### src/rtl/embedded_system_nios2_oci_dct_capture_pkg.sv
// Shared state encodings and width helpers for the OCI DCT capture buffer.
package embedded_system_nios2_oci_dct_capture_pkg;

  typedef enum logic [1:0] {
    ST_CAPTURE = 2'd0,
    ST_DRAIN   = 2'd1,
    ST_DONE    = 2'd2
  } dct_state_e;

  function automatic int ptr_w(input int depth);
    return $clog2(depth);
  endfunction

  function automatic int lvl_w(input int depth);
    return $clog2(depth) + 1;
  endfunction

endpackage

### src/rtl/embedded_system_nios2_oci_dct_capture_if.sv
// Output trace stream towards the host consumer: head word, tag and valid/ready.
interface embedded_system_nios2_oci_dct_capture_if #(
  parameter int WORD_W = 30,
  parameter int CNT_W  = 4
);
  logic [WORD_W-1:0] out_data;
  logic [CNT_W-1:0]  out_count;
  logic              out_valid;
  logic              out_ready;

  modport master (output out_data, output out_count, output out_valid, input out_ready);
  modport slave  (input out_data, input out_count, input out_valid, output out_ready);
endinterface

### src/rtl/embedded_system_nios2_oci_dct_fifo.sv
// Show-ahead FIFO whose head word and valid are held in registers.
module embedded_system_nios2_oci_dct_fifo
  import embedded_system_nios2_oci_dct_capture_pkg::*;
#(
  parameter int DATA_W = 34,
  parameter int DEPTH  = 16
) (
  input  logic                    clk,
  input  logic                    reset,
  input  logic                    push,
  input  logic                    pop,
  input  logic                    flush,
  input  logic [DATA_W-1:0]       din,
  output logic [DATA_W-1:0]       dout,
  output logic                    dout_valid,
  output logic                    full,
  output logic                    empty,
  output logic [lvl_w(DEPTH)-1:0] level
);
  localparam int PTR_W = ptr_w(DEPTH);
  localparam int LVL_W = lvl_w(DEPTH);

  logic [DATA_W-1:0] mem_q [DEPTH];
  logic [PTR_W-1:0]  wr_q, wr_d, rd_q, rd_d;
  logic [LVL_W-1:0]  cnt_q, cnt_d, remain;
  logic [DATA_W-1:0] head_q, head_d;
  logic              vld_q, vld_d;
  logic              push_ok, pop_ok;

  assign full    = (cnt_q == LVL_W'(DEPTH));
  assign empty   = (cnt_q == '0);
  assign pop_ok  = pop && !empty;
  assign push_ok = push && (!full || pop_ok);
  assign remain  = cnt_q - LVL_W'(pop_ok);

  always_comb begin
    wr_d   = wr_q;
    rd_d   = rd_q;
    cnt_d  = cnt_q;
    head_d = head_q;
    vld_d  = vld_q;
    if (flush) begin
      wr_d  = '0;
      rd_d  = '0;
      cnt_d = '0;
      vld_d = 1'b0;
    end else begin
      if (push_ok) wr_d = wr_q + PTR_W'(1);
      if (pop_ok)  rd_d = rd_q + PTR_W'(1);
      cnt_d = remain + LVL_W'(push_ok);
      vld_d = (cnt_d != '0);
      // The head register is refilled from the incoming word only when the queue would otherwise be empty.
      if (cnt_d != '0) begin
        if (remain == '0) head_d = din;
        else              head_d = mem_q[rd_d];
      end
    end
  end

  always_ff @(posedge clk) begin
    if (push_ok && !flush) mem_q[wr_q] <= din;
  end

  always_ff @(posedge clk or posedge reset) begin
    if (reset) begin
      wr_q   <= '0;
      rd_q   <= '0;
      cnt_q  <= '0;
      head_q <= '0;
      vld_q  <= 1'b0;
    end else begin
      wr_q   <= wr_d;
      rd_q   <= rd_d;
      cnt_q  <= cnt_d;
      head_q <= head_d;
      vld_q  <= vld_d;
    end
  end

  assign dout       = head_q;
  assign dout_valid = vld_q;
  assign level      = cnt_q;
endmodule

### src/rtl/embedded_system_nios2_oci_dct_capture.sv
// DCT trace capture buffer: push gating, overflow counter and end-of-test sequencing.
module embedded_system_nios2_oci_dct_capture
  import embedded_system_nios2_oci_dct_capture_pkg::*;
#(
  parameter int WORD_W = 30,
  parameter int CNT_W  = 4,
  parameter int DEPTH  = 16,
  parameter int OVF_W  = 8
) (
  input  logic                    clk,
  input  logic                    reset,
  input  logic [WORD_W-1:0]       dct_buffer,
  input  logic [CNT_W-1:0]        dct_count,
  input  logic                    dct_valid,
  input  logic                    test_ending,
  input  logic                    test_has_ended,
  embedded_system_nios2_oci_dct_capture_if.master strm,
  output logic [lvl_w(DEPTH)-1:0] level,
  output logic [OVF_W-1:0]        overflow_cnt,
  output logic                    done
);
  dct_state_e         state_q, state_d;
  logic [OVF_W-1:0]   ovf_q, ovf_d;
  logic               done_q, done_d;
  logic               fifo_push, fifo_pop, fifo_flush, ovf_inc;
  logic               fifo_full, fifo_empty, fifo_vld, pop_req;
  logic [WORD_W+CNT_W-1:0] fifo_dout;

  assign pop_req = fifo_vld && strm.out_ready;

  always_comb begin
    state_d    = state_q;
    fifo_push  = 1'b0;
    fifo_pop   = 1'b0;
    fifo_flush = 1'b0;
    ovf_inc    = 1'b0;
    case (state_q)
      ST_CAPTURE: begin
        fifo_pop = pop_req;
        if (dct_valid) begin
          if (!fifo_full || pop_req) fifo_push = 1'b1;
          else                       ovf_inc   = 1'b1;
        end
        if (test_ending) state_d = ST_DRAIN;
      end
      ST_DRAIN: begin
        fifo_pop = pop_req;
        if (fifo_empty) state_d = ST_DONE;
      end
      ST_DONE:  state_d = ST_DONE;
      default:  state_d = ST_DONE;
    endcase
    // An abort wins over everything else this cycle and throws the queue away.
    if (test_has_ended) begin
      state_d    = ST_DONE;
      fifo_flush = 1'b1;
      fifo_push  = 1'b0;
      fifo_pop   = 1'b0;
      ovf_inc    = 1'b0;
    end
  end

  always_comb begin
    ovf_d  = ovf_q;
    if (ovf_inc && (ovf_q != {OVF_W{1'b1}})) ovf_d = ovf_q + OVF_W'(1);
    done_d = (state_d == ST_DONE);
  end

  always_ff @(posedge clk or posedge reset) begin
    if (reset) begin
      state_q <= ST_CAPTURE;
      ovf_q   <= '0;
      done_q  <= 1'b0;
    end else begin
      state_q <= state_d;
      ovf_q   <= ovf_d;
      done_q  <= done_d;
    end
  end

  embedded_system_nios2_oci_dct_fifo #(
    .DATA_W (WORD_W + CNT_W),
    .DEPTH  (DEPTH)
  ) u_fifo (
    .clk        (clk),
    .reset      (reset),
    .push       (fifo_push),
    .pop        (fifo_pop),
    .flush      (fifo_flush),
    .din        ({dct_count, dct_buffer}),
    .dout       (fifo_dout),
    .dout_valid (fifo_vld),
    .full       (fifo_full),
    .empty      (fifo_empty),
    .level      (level)
  );

  assign strm.out_data  = fifo_dout[WORD_W-1:0];
  assign strm.out_count = fifo_dout[WORD_W+CNT_W-1:WORD_W];
  assign strm.out_valid = fifo_vld;
  assign overflow_cnt   = ovf_q;
  assign done           = done_q;
endmodule

### src/flat_wrapper.sv
// flat-port wrapper written by rule: the top's interface ports become plain ports
module embedded_system_nios2_oci_dct_capture_flat import embedded_system_nios2_oci_dct_capture_pkg::*;
#(
  parameter int WORD_W = 30,
  parameter int CNT_W  = 4,
  parameter int DEPTH  = 16,
  parameter int OVF_W  = 8
)
  (clk, reset, dct_buffer, dct_count, dct_valid, test_ending, test_has_ended, level, overflow_cnt, done, strm_out_data, strm_out_count, strm_out_valid, strm_out_ready);
  embedded_system_nios2_oci_dct_capture_if #(.WORD_W(WORD_W), .CNT_W(CNT_W)) strm_i ();
  input  logic clk;
  input  logic reset;
  input  logic [WORD_W-1:0] dct_buffer;
  input  logic [CNT_W-1:0] dct_count;
  input  logic dct_valid;
  input  logic test_ending;
  input  logic test_has_ended;
  output logic [lvl_w(DEPTH)-1:0] level;
  output logic [OVF_W-1:0] overflow_cnt;
  output logic done;
  output wire logic [$bits(strm_i.out_data)-1:0] strm_out_data;
  output wire logic [$bits(strm_i.out_count)-1:0] strm_out_count;
  output wire logic [$bits(strm_i.out_valid)-1:0] strm_out_valid;
  input wire logic [$bits(strm_i.out_ready)-1:0] strm_out_ready;
  assign strm_out_data = strm_i.out_data;
  assign strm_out_count = strm_i.out_count;
  assign strm_out_valid = strm_i.out_valid;
  assign strm_i.out_ready = strm_out_ready;
  embedded_system_nios2_oci_dct_capture #(.WORD_W(WORD_W), .CNT_W(CNT_W), .DEPTH(DEPTH), .OVF_W(OVF_W)) u_core (.clk(clk), .reset(reset), .dct_buffer(dct_buffer), .dct_count(dct_count), .dct_valid(dct_valid), .test_ending(test_ending), .test_has_ended(test_has_ended), .strm(strm_i), .level(level), .overflow_cnt(overflow_cnt), .done(done));
endmodule
### config.mk
export PLATFORM = sky130hd
export DESIGN_NAME = embedded_system_nios2_oci_dct_capture_flat
export DESIGN_NICKNAME = d
export VERILOG_FILES = /design/src/rtl/embedded_system_nios2_oci_dct_capture_pkg.sv /design/src/rtl/embedded_system_nios2_oci_dct_capture_if.sv /design/src/rtl/embedded_system_nios2_oci_dct_fifo.sv /design/src/rtl/embedded_system_nios2_oci_dct_capture.sv /design/src/flat_wrapper.sv
export SDC_FILE = /design/constraint.sdc
export NUM_CORES = 1
export LEC_CHECK = 0
export BUFFER_PORTS_ARGS = -buffer_cell sky130_fd_sc_hd__buf_2
export CAP_MARGIN = 40
export CELL_PAD_IN_SITES_DETAIL_PLACEMENT = 1
export CELL_PAD_IN_SITES_GLOBAL_PLACEMENT = 1
export CORE_MARGIN = 2
export CORE_UTILIZATION = 45
export DETAILED_ROUTE_END_ITERATION = 8
export PLACE_DENSITY = 0.72
export REMOVE_ABC_BUFFERS = 1
export SYNTH_ARGS = -nofsm -noshare
export SYNTH_HDL_FRONTEND = slang
export SYNTH_SLANG_ARGS = --single-unit
### constraint.sdc
create_clock -name clk -period 7.38 [get_ports clk]
set_input_delay 1.476 -clock clk [delete_from_list [all_inputs] [get_ports clk]]
set_output_delay 1.476 -clock clk [all_outputs]
set_load 0.02 [all_outputs]
; ---- Yosys cells after proc, flatten, opt, wreduce, memory -nomap -nowiden
; Memories as Yosys holds them, arrays and structs flattened.
; Cells that the tools add are included.
[totals]
register_bits = 59
ram_bits = 544
inputBits = 40
out_inout_bits = 49
word_cells = 61
mem_count = 1
[op_classes]
addsub = 5
n_eq_ne = 4
n_mux = 25
bitwise = 1
reduce_logical = 17
[memory_table]
columns = memory, depth, word_bits, rd, rd_clocked_by_memory_dff, wr, line
row1 = u_core.u_fifo.mem_q, 16, 34, 1, 0, 1, embedded_system_nios2_oci_dct_fifo.sv:23  ; logic [DATA_W-1:0] mem_q [DEPTH];
[op_table]
columns = cell, count
row1 = 34-bit two-way mux, 1
row2 = 4-bit two-way mux, 5
row3 = 1-bit two-way mux, 14
row4 = 5-bit logical NOT, 2
row5 = "4-bit by 1-bit adder with 4-bit output, second input constant", 2
row6 = "8-bit by 1-bit adder with 8-bit output, second input constant", 1
row7 = "8-bit inequality test, second input constant", 1
row8 = 2-bit two-way mux, 3
row9 = 5-bit by 1-bit adder with 5-bit output, 1
row10 = "5-bit == test, second input constant", 1
row11 = 1-bit logical AND, 5
row12 = 5-bit two-way mux, 1
row13 = 5-bit nonzero test, 1
row14 = 5-bit by 1-bit subtractor with 5-bit output, 1
row15 = 2-bit one-hot mux with 2 select lines, 1
row16 = 1-bit logical NOT, 3
row17 = "2-bit by 1-bit == test with 1-bit output, second input constant", 1
row18 = "2-bit == test, second input constant", 1
row19 = 2-bit logical NOT, 1
row20 = 1-bit logical OR, 2
row21 = 2-bit AND reduction, 1
row22 = 2-bit nonzero test, 1
row23 = 2-bit OR reduction, 1
row24 = 1-bit inverter, 1

; ---- Longest topological paths before layout
; Gate-level depths: netlist of the first run.
[depth]
word_depth = 11
depth_mapped = 20
mapped_depth_nobuf = 13

; ---- Modules after synthesis
; Synthesis of the first run repeated with hierarchy kept, for this count alone.
[hier_totals]
cells_unflattened = 1541
area_unflattened_um2 = 28277.1
[modules_own_cells]
columns = mod, instances, cells_each, area_per_inst_um2
row1 = embedded_system_nios2_oci_dct_fifo, 1, 1497, 27755.4
row2 = embedded_system_nios2_oci_dct_capture, 1, 44, 521.8

; ---- Worst setup path after synthesis of the first run
; No wires, ideal clock.
[synth_timing]
path_kind = input-to-reg
from = in test_has_ended
to = reg u_core.u_fifo.head_q[10] (netlist: u_core.u_fifo.dout[10])
setup_ns = 0.086
t_arrival_ns = 4.666
required_ns = 7.294
path_slack_ns = 2.628
stages = 19
n_path_buf = 6
path_cell_list = nand4bb_2 > a21o_1 > buf_4 > buf_6 > buf_6 > inv_1 > ha_1 > ha_1 > inv_1 > ha_1 > clkbuf_2 > xor2_1 > o31ai_1 > xnor2_1 > nor3_4 > or3_1 > buf_4 > buf_8 > o221ai_2
[synth_between]
elab_chain_len = 7
[synth_lines]
columns = element, line
row1 = from (decl), flat_wrapper.sv:17  ; input logic test_has_ended;
row2 = "parallel branches: the longest is 7 deep, another holds 5-bit by 1-bit subtractor with 5-bit output", -
row3 = to (signal assigned), embedded_system_nios2_oci_dct_fifo.sv:69  ; head_q <= '0;
row4 = to (signal assigned), embedded_system_nios2_oci_dct_fifo.sv:75  ; head_q <= head_d;
row5 = to (decl), embedded_system_nios2_oci_dct_fifo.sv:26  ; logic [DATA_W-1:0] head_q, head_d;
; Several ways; the timed one is not identified. The select of a mux whose other input is x is not followed.
; A chain may end at the register's enable or synchronous reset.

; ---- Worst setup path after layout of the first run
[layout_timing]
from = in test_has_ended
to = reg u_core.u_fifo.head_q[7] (netlist: u_core.u_fifo.dout[7])
; Same word-level chain as after synthesis.

==> PnR_summary.wiki, run 1 <==
{| class="wikitable"
! Metric !! Value
|-
| Residual overflow from global routing || 0
|-
| Nature of the critical path startpoint || input port
|-
| Peak supply drop || 0.0002101 V
|-
| Unrepaired setup endpoints after global routing || no
|-
| Ys async rst share || 0.09784
|-
| Final Max Slew Viols || 0
|-
| Run status || completed
|-
| Storage element area || 0.01782 mm2
|-
| Post-synthesis sequential area ratio || 0.6221
|-
| Pwr dens || 228.8 mW/mm2
|-
| Final Util || 0.5106
|-
| Area growth from synthesis to layout || 12.30%
|-
| Part of the total power dissipated in the clock network || 0.442
|-
| Root buffer selected by CTS || sky130_fd_sc_hd__clkbuf_16
|-
| Most common cell after layout, fill and taps aside || sky130_fd_sc_hd__edfxtp_1
|-
| Clk_lat worst skew || 0.61 ns
|-
| Global routing usage on met3 || 0.03855
|-
| Combined area of all synthesized cells || 0.02863 mm2
|-
| Number of optimization iterations in the first detailed-route pass || 5
|-
| Flip-flop and latch count after synthesis || 603
|-
| Fill cell total of the finished layout || 5,673
|-
| YS warnings || 0
|-
| Tightest slew margin relative to the limit || 0.3449
|-
| Largest clock skew in the final design || 0.01839 ns
|-
| Synth Flop Type || sky130_fd_sc_hd__edfxtp_1
|-
| Required time reported for the critical path endpoint || 7.89 ns
|-
| Io pins || 89
|-
| Hold Path Class || flip-flop to flip-flop
|-
| Layout Nets || 1,647
|-
| Post-detailed-placement half-perimeter wirelength || 43,590 um
|-
| Die ar. || 0.06566 mm2
|-
| Width of the chip || 256.2 um
|-
| Min cycle time layout || 5.467 ns
|-
| Antenna violations before repair || 6
|-
| Count of different cell masters after synthesis || 61
|-
| Share of layout cells above drive strength 1 || 0.3493
|-
| Critical Path Max Stage Delay || 0.80 ns
|-
| Total routing usage reported by global routing || 0.2332
|-
| Arrival time at the worst endpoint || 5.97 ns
|-
| Type of destination of the critical path || flip-flop
|-
| GR peak layer || met2
|-
| Leading cell types in the layout, fill and taps excluded || 544 x sky130_fd_sc_hd__edfxtp_1, 272 x sky130_fd_sc_hd__mux4_2, 137 x sky130_fd_sc_hd__mux2i_1
|-
| IO Port Bufs || 88
|-
| DR WL/cell || 30.28 um
|-
| Largest net degree at the start of global routing || 113
|-
| Count of max-cap constraint violations || 0
|-
| Combined area of the multi-input logic cells || 0.01014 mm2
|-
| Weighted congestion at the end of routability-driven global placement || 0.7724
|-
| Remaining routing DRC violations || 0
|-
| Placed Instances || 2,374
|-
| Part of the power in registers || 0.521
|-
| Most common cell on crit path || sky130_fd_sc_hd__ha_1
|-
| Slew at the pin with the worst max-slew slack || 0.9827 ns
|-
| Global Route met1 Usage || 0.3116
|-
| Global-route wire length before repair || 114,100 um
|-
| Post-CTS Hold Buffers || 0
|-
| Clock buffer count from CTS || 67
|-
| Core area || 0.06297 mm2
|-
| CP top delay family || simple AND/OR/NAND/NOR gates
|-
| Sequence of cells on the critical path || buf_2, nand4bb_2, a21o_4, inv_1, ha_1, ha_1, inv_1, ha_1, xor2_1, o31ai_1, xnor2_1, nor3_4, buf_4, or3_2, buf_12, o221ai_2
|-
| Number of design-rule violations left by the first detailed-router iteration || 1,332
|-
| Combinational cell fraction of total power || 0.038
|-
| Post_cts resized || 0
|-
| Post-Synthesis Cells || 1,516
|-
| Average cell area after synthesis || 18.89 um2
|-
| Number of H-tree branching levels || 3
|-
| Clk sinks || 603
|-
| Category of the critical setup timing path || input port to flip-flop
|-
| Final Cycle Share || 0.7408
|-
| CP Max Fanout || 36
|-
| R2R Setup Slk || 2.11 ns
|-
| Worst path buffer plus inverter count || 5
|-
| Detailed-route vias per instance || 6.417
|-
| Initial Utilization || 0.4547
|-
| Final setup violation count || 0
|-
| Clk pin slew, worst setup/hold paths || 0.06 ns
|-
| CTS tree || yes
|-
| Post-route antenna net violation count || 0
|-
| Total number of vias || 16,020
|-
| Maximum achievable frequency || 182.9 MHz
|-
| Number of buffers on the longest clock path || 3
|-
| Count of endpoints failing hold in the final timing report || 0
|-
| Die span in y || 256.2 um
|-
| Power Internal || 5.754 mW
|-
| Met2 Use GR || 0.3984
|-
| Post-CTS setup buffer count || 0
|-
| Number of enable-type register cells in the synthesized netlist || 544
|-
| Leakage power summed over all cells || 11.05 nW
|-
| Sw power || 1.603 mW
|-
| Total wire length after detailed routing || 75,590 um
|-
| Net switching share of the total power || 0.2179
|-
| Std-Cell Rows || 92
|-
| Slowest cell on the critical path || sky130_fd_sc_hd__or3_2
|-
| Number of global-route vias before repair || 17,610
|-
| Fin cells || 2,496
|}
-- stage by stage --
| stage | instance area [um2] | setup TNS (ns) | hold slack (ns) | setup slack, ns | power (mW) |
|---|---|---|---|---|---|
| 4_1_cts | 32150 | 0 | 0.4953 | 1.893 | 7.417 |
| 3_3_place_gp | 29800 | 0 | 0.4758 | 1.197 | 4.165 |
| 3_5_place_dp | 30020 | 0 | 0.4817 | 1.276 | 4.183 |
| 6_report | 32150 | 0 | 0.4948 | 1.913 | 7.357 |
| 2_1_floorplan | 27920 | -191.30 | 0.4847 | -5.260 | 4.006 |
| 5_1_grt | 32150 | 0 | 0.5293 | 1.691 | 7.572 |
-- routing by layer --
metal  share of wire  vias to the layer above
li1                -                     6579
met1            0.41                     8833
met2            0.51                      483
met3           0.054                      114
met4           0.018                        8
met5         0.00070                        -
-- layout make-up --
| type | instances | area share |
|---|---|---|
| Timing Repair Buffer | 132 | 0.02942 |
| Clock inverter | 32 | 0.008134 |
| Antenna cell | 1 | 0.00007783 |
| Inverter | 13 | 0.001557 |
| Multi-Input combinational cell | 780 | 0.3154 |
| Tap cell | 846 | 0.03292 |
| Sequential cell | 603 | 0.5543 |
| Clock buffer | 89 | 0.05822 |
-- sequential cells by signal, indices dropped and copies added, names as in the netlist --
| name | flops |
|---|---|
| u_core.u_fifo.mem_q | 544 |
| u_core.u_fifo.dout | 34 |
| u_core.overflow_cnt | 8 |
| u_core.u_fifo.level | 5 |
| u_core.u_fifo.rd_q | 4 |
| u_core.u_fifo.wr_q | 4 |
| u_core.state_q | 2 |
| u_core.done | 1 |
| u_core.u_fifo.dout_valid | 1 |
-- power groups by stage --
stage / combinational [mW] / clock (mW) / sequential (mW)
2_1_floorplan: 0.0772 / 0 / 3.93
3_3_place_gp: 0.261 / 0 / 3.90
3_5_place_dp: 0.281 / 0 / 3.90
4_1_cts: 0.283 / 3.30 / 3.83
5_1_grt: 0.304 / 3.44 / 3.83
6_report: 0.279 / 3.25 / 3.83
-- Yosys cell counts (6+ instances only) --
cell	instances	area, um2
sky130_fd_sc_hd__edfxtp_1	544	16340
sky130_fd_sc_hd__mux4_2	272	6126
sky130_fd_sc_hd__mux2i_1	137	1371
sky130_fd_sc_hd__a21oi_1	72	360.4
sky130_fd_sc_hd__dfrtp_1	59	1476
sky130_fd_sc_hd__nand2_1	47	176.4
sky130_fd_sc_hd__clkbuf_1	46	172.7
sky130_fd_sc_hd__buf_2	44	220.2
sky130_fd_sc_hd__o21ai_0	35	175.2
sky130_fd_sc_hd__nor3_1	34	170.2
sky130_fd_sc_hd__o22ai_1	34	212.7
sky130_fd_sc_hd__o221ai_2	30	450.4
sky130_fd_sc_hd__and2_1	17	106.4
sky130_fd_sc_hd__nor2_1	13	48.80
sky130_fd_sc_hd__inv_1	12	45.04
sky130_fd_sc_hd__xnor2_1	12	105.1
sky130_fd_sc_hd__buf_6	11	123.9
sky130_fd_sc_hd__ha_1	10	125.1
sky130_fd_sc_hd__buf_8	8	120.1
sky130_fd_sc_hd__buf_4	7	52.55
sky130_fd_sc_hd__xor2_1	6	52.55
-- final timing paths --
path	start	endpoint	cells after the start
min reg2reg	u_core.overflow_cnt[4]	u_core.overflow_cnt[4]	1
max reg2reg	u_core.u_fifo.level[2]	u_core.u_fifo.dout[7]	15
max	test_has_ended	u_core.u_fifo.dout[7]	16
min in group asynchronous	reset	u_core.u_fifo.dout[4]	3
max in group asynchronous	reset	u_core.u_fifo.rd_q[0]	4
min	u_core.overflow_cnt[4]	u_core.overflow_cnt[4]	1
-- worst register-to-register path, delay by kind of cell (launching register included) --
kind / cells / cell delay (ns)
flip-flops: 1 / 0.56
buffers and inverters: 4 / 0.83
AND/OR/NAND/NOR: 3 / 1.43
adder cells (fa/ha/maj): 3 / 0.88
XOR/XNOR: 2 / 0.40
AO/OA/AOI/OAI: 3 / 1.08
-- logic make-up (layout without fill, tap and decap cells) --
logic type,count (synthesis),count (layout),synth area share
flip-flops,603,603,0.6221
multiplexers,412,412,0.2631
AO/OA/AOI/OAI,195,195,0.05056
AND/OR/NAND/NOR,144,144,0.02683
buffers and inverters,133,266,0.02648
XOR/XNOR,19,19,0.006468
adder cells (fa/ha/maj),10,10,0.004370
other,0,1,0
(Power assumes the default switching activity.)
==> inputs of run 2 (changes only) <==
- clock period: 7.38 -> 5.5 ns (I/O delays scaled with it)
==> PnR_summary.wiki, run 2 (synthesis results as in run 1) <==
{| class="wikitable"
! Metric !! Value
|-
| Run status || completed (unchanged)
|-
| Number of optimization iterations in the first detailed-route pass || 4 (was 5)
|-
| Initial Utilization || 0.4547 (unchanged)
|-
| Unrepaired setup endpoints after global routing || no (unchanged)
|-
| Power Internal || 7.848 mW (was 5.754 mW)
|-
| DR WL/cell || 30.21 um (was 30.28 um)
|-
| Post-route antenna net violation count || 0 (unchanged)
|-
| Tightest hold margin || 0.4912 ns (was 0.4948 ns)
|-
| Layout Nets || 1,662 (was 1,647)
|-
| Sequence of cells on the critical path || nor4_4, a21o_4, inv_1, ha_1, ha_1, inv_1, ha_1, xnor2_1, or3_4, o31ai_4, buf_4, or2_2, buf_12, o221ai_2 (was buf_2, nand4bb_2, a21o_4, inv_1, ha_1, ha_1, inv_1, ha_1, xor2_1, o31ai_1, xnor2_1, nor3_4, buf_4, or3_2, buf_12, o221ai_2)
|-
| Clock buffer count from CTS || 67 (unchanged)
|-
| Peak supply drop || 0.0002227 V (was 0.0002101 V)
|-
| Part of the total power dissipated in the clock network || 0.448 (was 0.442)
|-
| Leakage power summed over all cells || 11.17 nW (was 11.05 nW)
|-
| Clk_lat worst skew || 0.61 ns (about the same)
|-
| Fill cell total of the finished layout || 5,705 (was 5,673)
|-
| Required time reported for the critical path endpoint || 5.97 ns (was 7.89 ns)
|-
| Std-Cell Rows || 92 (unchanged)
|-
| Combinational cell fraction of total power || 0.037 (was 0.038)
|-
| Maximum achievable frequency || 218.4 MHz
|-
| Critical Path Max Stage Delay || 0.64 ns (was 0.80 ns)
|-
| Die ar. || 0.06566 mm2 (unchanged)
|-
| Count of endpoints failing hold in the final timing report || 0 (unchanged)
|-
| Post-CTS Hold Buffers || 0 (unchanged)
|-
| Share of layout cells above drive strength 1 || 0.3564 (was 0.3493)
|-
| Io pins || 89 (unchanged)
|-
| Total routing usage reported by global routing || 0.2347 (was 0.2332)
|-
| Nature of the critical path startpoint || flip-flop (was input port)
|-
| Storage element area || 0.01782 mm2 (unchanged)
|-
| Final setup violation count || 0 (unchanged)
|-
| Tightest slew margin relative to the limit || 0.3418 (was 0.3449)
|-
| Number of H-tree branching levels || 3 (unchanged)
|-
| Antenna violations before repair || 4 (was 6)
|-
| Clk sinks || 603 (unchanged)
|-
| Net switching share of the total power || 0.2152 (was 0.2179)
|-
| Global-route wire length before repair || 114,300 um (was 114,100 um)
|-
| Part of the power in registers || 0.515 (was 0.521)
|-
| Post-CTS setup buffer count || 0 (unchanged)
|-
| Number of design-rule violations left by the first detailed-router iteration || 1,407 (was 1,332)
|-
| Clk pin slew, worst setup/hold paths || 0.06 ns (about the same)
|-
| Number of global-route vias before repair || 17,390 (was 17,610)
|-
| Remaining routing DRC violations || 0 (unchanged)
|-
| R2R Setup Slk || 0.92 ns (was 2.11 ns)
|-
| Number of buffers on the longest clock path || 3 (unchanged)
|-
| Area growth from synthesis to layout || 13.12% (was 12.30%)
|-
| Weighted congestion at the end of routability-driven global placement || 0.7492 (was 0.7724)
|-
| CP Max Fanout || 19 (was 36)
|-
| Most common cell on crit path || sky130_fd_sc_hd__ha_1 (unchanged)
|-
| Hold Path Class || flip-flop to flip-flop (unchanged)
|-
| Detailed-route vias per instance || 6.342 (was 6.417)
|-
| Largest register FFs || 544 (unchanged)
|-
| Width of the chip || 256.2 um (unchanged)
|-
| Slew at the pin with the worst max-slew slack || 0.9872 ns (was 0.9827 ns)
|-
| Arrival time at the worst endpoint || 5.05 ns (was 5.97 ns)
|-
| Final Cycle Share || 0.8326
|-
| Sw power || 2.152 mW (was 1.603 mW)
|-
| Total number of vias || 15,930 (was 16,020)
|-
| Top reg by flops || u_core.u_fifo.mem_q (unchanged)
|-
| Count of max-cap constraint violations || 0 (unchanged)
|-
| Most common cell after layout, fill and taps aside || sky130_fd_sc_hd__edfxtp_1 (unchanged)
|-
| Largest net degree at the start of global routing || 131 (was 113)
|-
| Root buffer selected by CTS || sky130_fd_sc_hd__clkbuf_16 (unchanged)
|-
| Largest clock skew in the final design || 0.01943 ns (was 0.01839 ns)
|-
| Leading cell types in the layout, fill and taps excluded || 544 x sky130_fd_sc_hd__edfxtp_1, 272 x sky130_fd_sc_hd__mux4_2, 137 x sky130_fd_sc_hd__mux2i_1 (unchanged)
|-
| Combined area of the multi-input logic cells || 0.01014 mm2 (unchanged)
|-
| IO Port Bufs || 88 (unchanged)
|-
| Die span in y || 256.2 um (unchanged)
|-
| Min cycle time layout || 4.579 ns
|-
| Total wire length after detailed routing || 75,860 um (was 75,590 um)
|-
| Post-detailed-placement half-perimeter wirelength || 44,540 um (was 43,590 um)
|-
| Core area || 0.06297 mm2 (unchanged)
|-
| Category of the critical setup timing path || flip-flop to flip-flop (was input port to flip-flop)
|-
| Post_cts resized || 0 (unchanged)
|-
| Slowest cell on the critical path || sky130_fd_sc_hd__nor4_4 (was sky130_fd_sc_hd__or3_2)
|-
| Pwr dens || 308.8 mW/mm2 (was 228.8 mW/mm2)
|-
| Type of destination of the critical path || flip-flop (unchanged)
|-
| Residual overflow from global routing || 0 (unchanged)
|-
| CP top delay family || simple AND/OR/NAND/NOR gates (unchanged)
|-
| Worst path buffer plus inverter count || 4 (was 5)
|-
| CTS tree || yes (unchanged)
|-
| Final Max Slew Viols || 0 (unchanged)
|-
| Final setup TNS || 0 ns (unchanged)
|}
[run 2: area by class of cell]
class                   count  area share
flip-flops and latches    603      0.5502
repair buffers            147     0.03438
clock buffers              98     0.06201
multi-input cells         780      0.3131
well taps                 846     0.03268
diodes                      1  0.00007727
inverters                  13    0.001545
clock inverters            23    0.005950
[run 2: power groups by stage]
stage                     combinational [mW]  sequential [mW]  clock [mW]
after floorplan                        0.104             5.27           0
after global placement                 0.346             5.25           0
after detailed placement               0.370             5.24           0
after CTS                              0.372             5.15        4.57
after global routing                   0.399             5.15        4.72
final                                  0.366             5.15        4.48
[run 2: worst paths after layout]
| check | from | endpoint | cells after the start |
|---|---|---|---|
| worst max-delay path | u_core.u_fifo.level[3] | u_core.u_fifo.dout[17] | 14 |
| worst min-delay path | u_core.overflow_cnt[4] | u_core.overflow_cnt[4] | 1 |
| min in group asynchronous | reset | u_core.u_fifo.dout[20] | 3 |
| worst max register to register | u_core.u_fifo.level[3] | u_core.u_fifo.dout[17] | 14 |
| max in group asynchronous | reset | u_core.u_fifo.rd_q[0] | 4 |
| worst min register to register | u_core.overflow_cnt[4] | u_core.overflow_cnt[4] | 1 |
[run 2: layer usage]
layer,global-route usage,part of all wire,routed length [um]
met1,0.3171,0.41,31350
met2,0.3966,0.51,38500
met3,0.03331,0.052,3953
met4,0.07277,0.026,2007
met5,0,0.00058,44
[run 2: through the flow]
step	area [um2]	std cells	util	worst slack (ns)	power, mW
final	32390	2511	0.5143	0.9209	9.999
after global routing	32390	2511	0.5143	0.6295	10.27
after CTS	32360	2509	0.5139	0.9405	10.09
after detailed placement	30160	2388	0.4789	0.4074	5.613
after global placement	30010	2382	0.4767	0.4941	5.593
after floorplan	27920	1396	-	-7.140	5.376
==> inputs of run 3 (changes only) <==
- PLACE_DENSITY: 0.72 -> 0.74
- clock period: 5.5 -> 3.7 ns (I/O delays scaled with it)
==> PnR_summary.wiki, run 3 (synthesis results as in run 1) <==
{| class="wikitable"
! Metric !! Value
|-
| Final Cycle Share || 0.9463 (was 0.8326)
|-
| Clk_lat worst skew || 0.61 ns (about the same)
|-
| Tightest slew margin relative to the limit || 0.4348 (was 0.3418)
|-
| Io pins || 89 (unchanged)
|-
| Run status || completed (unchanged)
|-
| Largest clock skew in the final design || 0.03074 ns (was 0.01943 ns)
|-
| Final worst-path setup slack || 0.1987 ns (was 0.9209 ns)
|-
| Root buffer selected by CTS || sky130_fd_sc_hd__clkbuf_16 (unchanged)
|-
| Critical Path Max Stage Delay || 0.41 ns (was 0.64 ns)
|-
| Die ar. || 0.06566 mm2 (unchanged)
|-
| Number of design-rule violations left by the first detailed-router iteration || 1,159 (was 1,407)
|-
| Die span in y || 256.2 um (unchanged)
|-
| Leading cell types in the layout, fill and taps excluded || 544 x sky130_fd_sc_hd__edfxtp_1, 272 x sky130_fd_sc_hd__mux4_2, 137 x sky130_fd_sc_hd__mux2i_1 (unchanged)
|-
| Largest register FFs || 544 (unchanged)
|-
| Global-route wire length before repair || 114,000 um (was 114,300 um)
|-
| Clk sinks || 603 (unchanged)
|-
| Top reg by flops || u_core.u_fifo.mem_q (unchanged)
|-
| Post-route antenna net violation count || 0 (unchanged)
|-
| Std-Cell Rows || 92 (unchanged)
|-
| Peak supply drop || 0.0003234 V (was 0.0002227 V)
|-
| Arrival time at the worst endpoint || 3.97 ns (was 5.05 ns)
|-
| Combined area of the multi-input logic cells || 0.01015 mm2 (was 0.01014 mm2)
|-
| Number of H-tree branching levels || 3 (unchanged)
|-
| Detailed-routed wire length on met2 || 38,040 um (was 38,500 um)
|-
| Total wire length after detailed routing || 74,950 um (was 75,860 um)
|-
| Largest net degree at the start of global routing || 105 (was 131)
|-
| Total routing usage reported by global routing || 0.2328 (was 0.2347)
|-
| Number of optimization iterations in the first detailed-route pass || 5 (was 4)
|-
| Clock buffer count from CTS || 67 (unchanged)
|-
| Category of the critical setup timing path || flip-flop to flip-flop (unchanged)
|-
| CP Max Fanout || 26 (was 19)
|-
| Post-CTS setup buffer count || 0 (unchanged)
|-
| Initial Utilization || 0.4547 (unchanged)
|-
| Most common cell on crit path || sky130_fd_sc_hd__ha_1 (unchanged)
|-
| Core area || 0.06297 mm2 (unchanged)
|-
| Pwr dens || 446.1 mW/mm2 (was 308.8 mW/mm2)
|-
| Hold Path Class || input port to asynchronous set/reset pin (was flip-flop to flip-flop)
|-
| Count of max-cap constraint violations || 0 (unchanged)
|-
| Worst path buffer plus inverter count || 4 (unchanged)
|-
| DR WL/cell || 29.57 um (was 30.21 um)
|-
| WL met3 || 4370 um (was 3953 um)
|-
| Number of buffers on the longest clock path || 3 (unchanged)
|-
| Width of the chip || 256.2 um (unchanged)
|-
| Detailed-route vias per instance || 6.341 (was 6.342)
|-
| Final setup violation count || 0 (unchanged)
|-
| M1 WL || 30,380 um (was 31,350 um)
|-
| Post-detailed-placement half-perimeter wirelength || 44,520 um (was 44,540 um)
|-
| Min cycle time layout || 3.501 ns (was 4.579 ns)
|-
| CP top delay family || simple AND/OR/NAND/NOR gates (unchanged)
|-
| Total number of vias || 16,080 (was 15,930)
|-
| Most common cell after layout, fill and taps aside || sky130_fd_sc_hd__edfxtp_1 (unchanged)
|-
| Maximum achievable frequency || 285.6 MHz (was 218.4 MHz)
|-
| Share of layout cells above drive strength 1 || 0.3665 (was 0.3564)
|-
| Count of endpoints failing hold in the final timing report || 0 (unchanged)
|-
| Remaining routing DRC violations || 0 (unchanged)
|-
| Area growth from synthesis to layout || 14.31% (was 13.12%)
|-
| Antenna violations before repair || 1 (was 4)
|-
| Weighted congestion at the end of routability-driven global placement || 0.7458 (was 0.7492)
|-
| ANT cells || 0 (was 1)
|-
| Sequence of cells on the critical path || nor4_4, a21o_4, inv_1, ha_1, inv_1, ha_1, ha_1, buf_4, xnor2_2, or3_4, o31ai_4, or3_2, buf_12, o221ai_1 (was nor4_4, a21o_4, inv_1, ha_1, ha_1, inv_1, ha_1, xnor2_1, or3_4, o31ai_4, buf_4, or2_2, buf_12, o221ai_2)
|-
| Slew at the pin with the worst max-slew slack || 0.8265 ns (was 0.9872 ns)
|-
| Highest metal layer with signal wires || met5 (unchanged)
|-
| Residual overflow from global routing || 0 (unchanged)
|-
| Number of global-route vias before repair || 17,540 (was 17,390)
|-
| Final Max Slew Viols || 0 (unchanged)
|-
| Post-place setup slack || -0.2404 ns (was 0.4074 ns)
|-
| Storage element area || 0.01782 mm2 (unchanged)
|-
| CTS tree || yes (unchanged)
|-
| Unrepaired setup endpoints after global routing || no (unchanged)
|-
| Required time reported for the critical path endpoint || 4.17 ns (was 5.97 ns)
|-
| IO Port Bufs || 88 (unchanged)
|-
| Type of destination of the critical path || flip-flop (unchanged)
|-
| Slowest cell on the critical path || sky130_fd_sc_hd__dfrtp_1 (was sky130_fd_sc_hd__nor4_4)
|-
| Post-CTS Hold Buffers || 0 (unchanged)
|-
| Clk pin slew, worst setup/hold paths || 0.06 ns (about the same)
|-
| Leakage power summed over all cells || 11.33 nW (was 11.17 nW)
|-
| Nature of the critical path startpoint || flip-flop (unchanged)
|-
| Final Util || 0.5198 (was 0.5143)
|-
| Fill cell total of the finished layout || 5,653 (was 5,705)
|-
| Layout Nets || 1,689 (was 1,662)
|}
==> run 3: cell types whose count changed in the layout (fill, tap and decap cells not counted), sizes merged <==
cell	before	now
clkinv	17	24
clkbuf	98	90
clkinvlp	3	2
diode	1	0
buf	147	174
==> run 3: power breakdown <==
group / leakage [nW] / switching [mW] / internal, mW
Sequential: 5.66 / 0.142 / 7.52
Clock: 1.03 / 2.67 / 3.73
Combinational: 4.65 / 0.363 / 0.175
Total: 11.3 / 3.17 / 11.4
==> run 3: worst reg2reg max path, delay by kind of cell, from the launching register on <==
kind,cells,cell delay (ns)
buffers and inverters,4,0.51
DFF,1,0.41
adders and majority gates,3,0.73
and+or+nand+nor,3,0.94
AOI/OAI and AO/OA,3,0.64
xor gates and xnor gates,1,0.15
==> run 3: worst paths after layout <==
check	startpoint	endpoint	slack [ns]	cells past startpoint
max in group asynchronous	reset	u_core.u_fifo.dout[19]	2.87	4
worst max-delay path	u_core.u_fifo.level[2]	u_core.u_fifo.dout[29]	0.20	14
worst max register to register	u_core.u_fifo.level[2]	u_core.u_fifo.dout[29]	0.20	14
min in group clk	test_ending	u_core.state_q[0]	0.37	3
worst min-delay path	reset	u_core.u_fifo.dout[18]	0.02	2
worst min register to register	u_core.overflow_cnt[4]	u_core.overflow_cnt[4]	0.50	1
==> run 3: cell type report <==
cell class / instances / area share
inverter: 13 / 0.001529
clock inverter: 29 / 0.007226
tap: 846 / 0.03234
timing repair buffer: 174 / 0.04764
multi-input combinational: 780 / 0.3101
clock buffer: 90 / 0.05666
sequential: 603 / 0.5445
==> run 3: routing by layer <==
layer,vias to the layer above,global-route usage
li1,6665,-
met1,8741,0.3058
met2,536,0.3924
met3,131,0.04152
met4,2,0.08106
met5,-,0
==> run 3: stage by stage <==
step	instance area, um2	setup TNS [ns]	instances	hold WS [ns]	power [mW]
floorplan	27920	-350.10	1396	0.4847	7.991
global route	32730	0	2535	0.01974	15.02
CTS	32710	0	2535	0.001555	14.73
global placement	30570	-3.266	2414	0.4726	8.311
finish	32730	0	2535	0.02225	14.60
detailed placement	30620	-7.009	2416	0.5030	8.351
==> run 3: repair_timing <==
action                     4_1_cts  5_1_grt
gates resized for setup          0        3
setup endpoints to repair        0       28
hold endpoints to repair         0        0
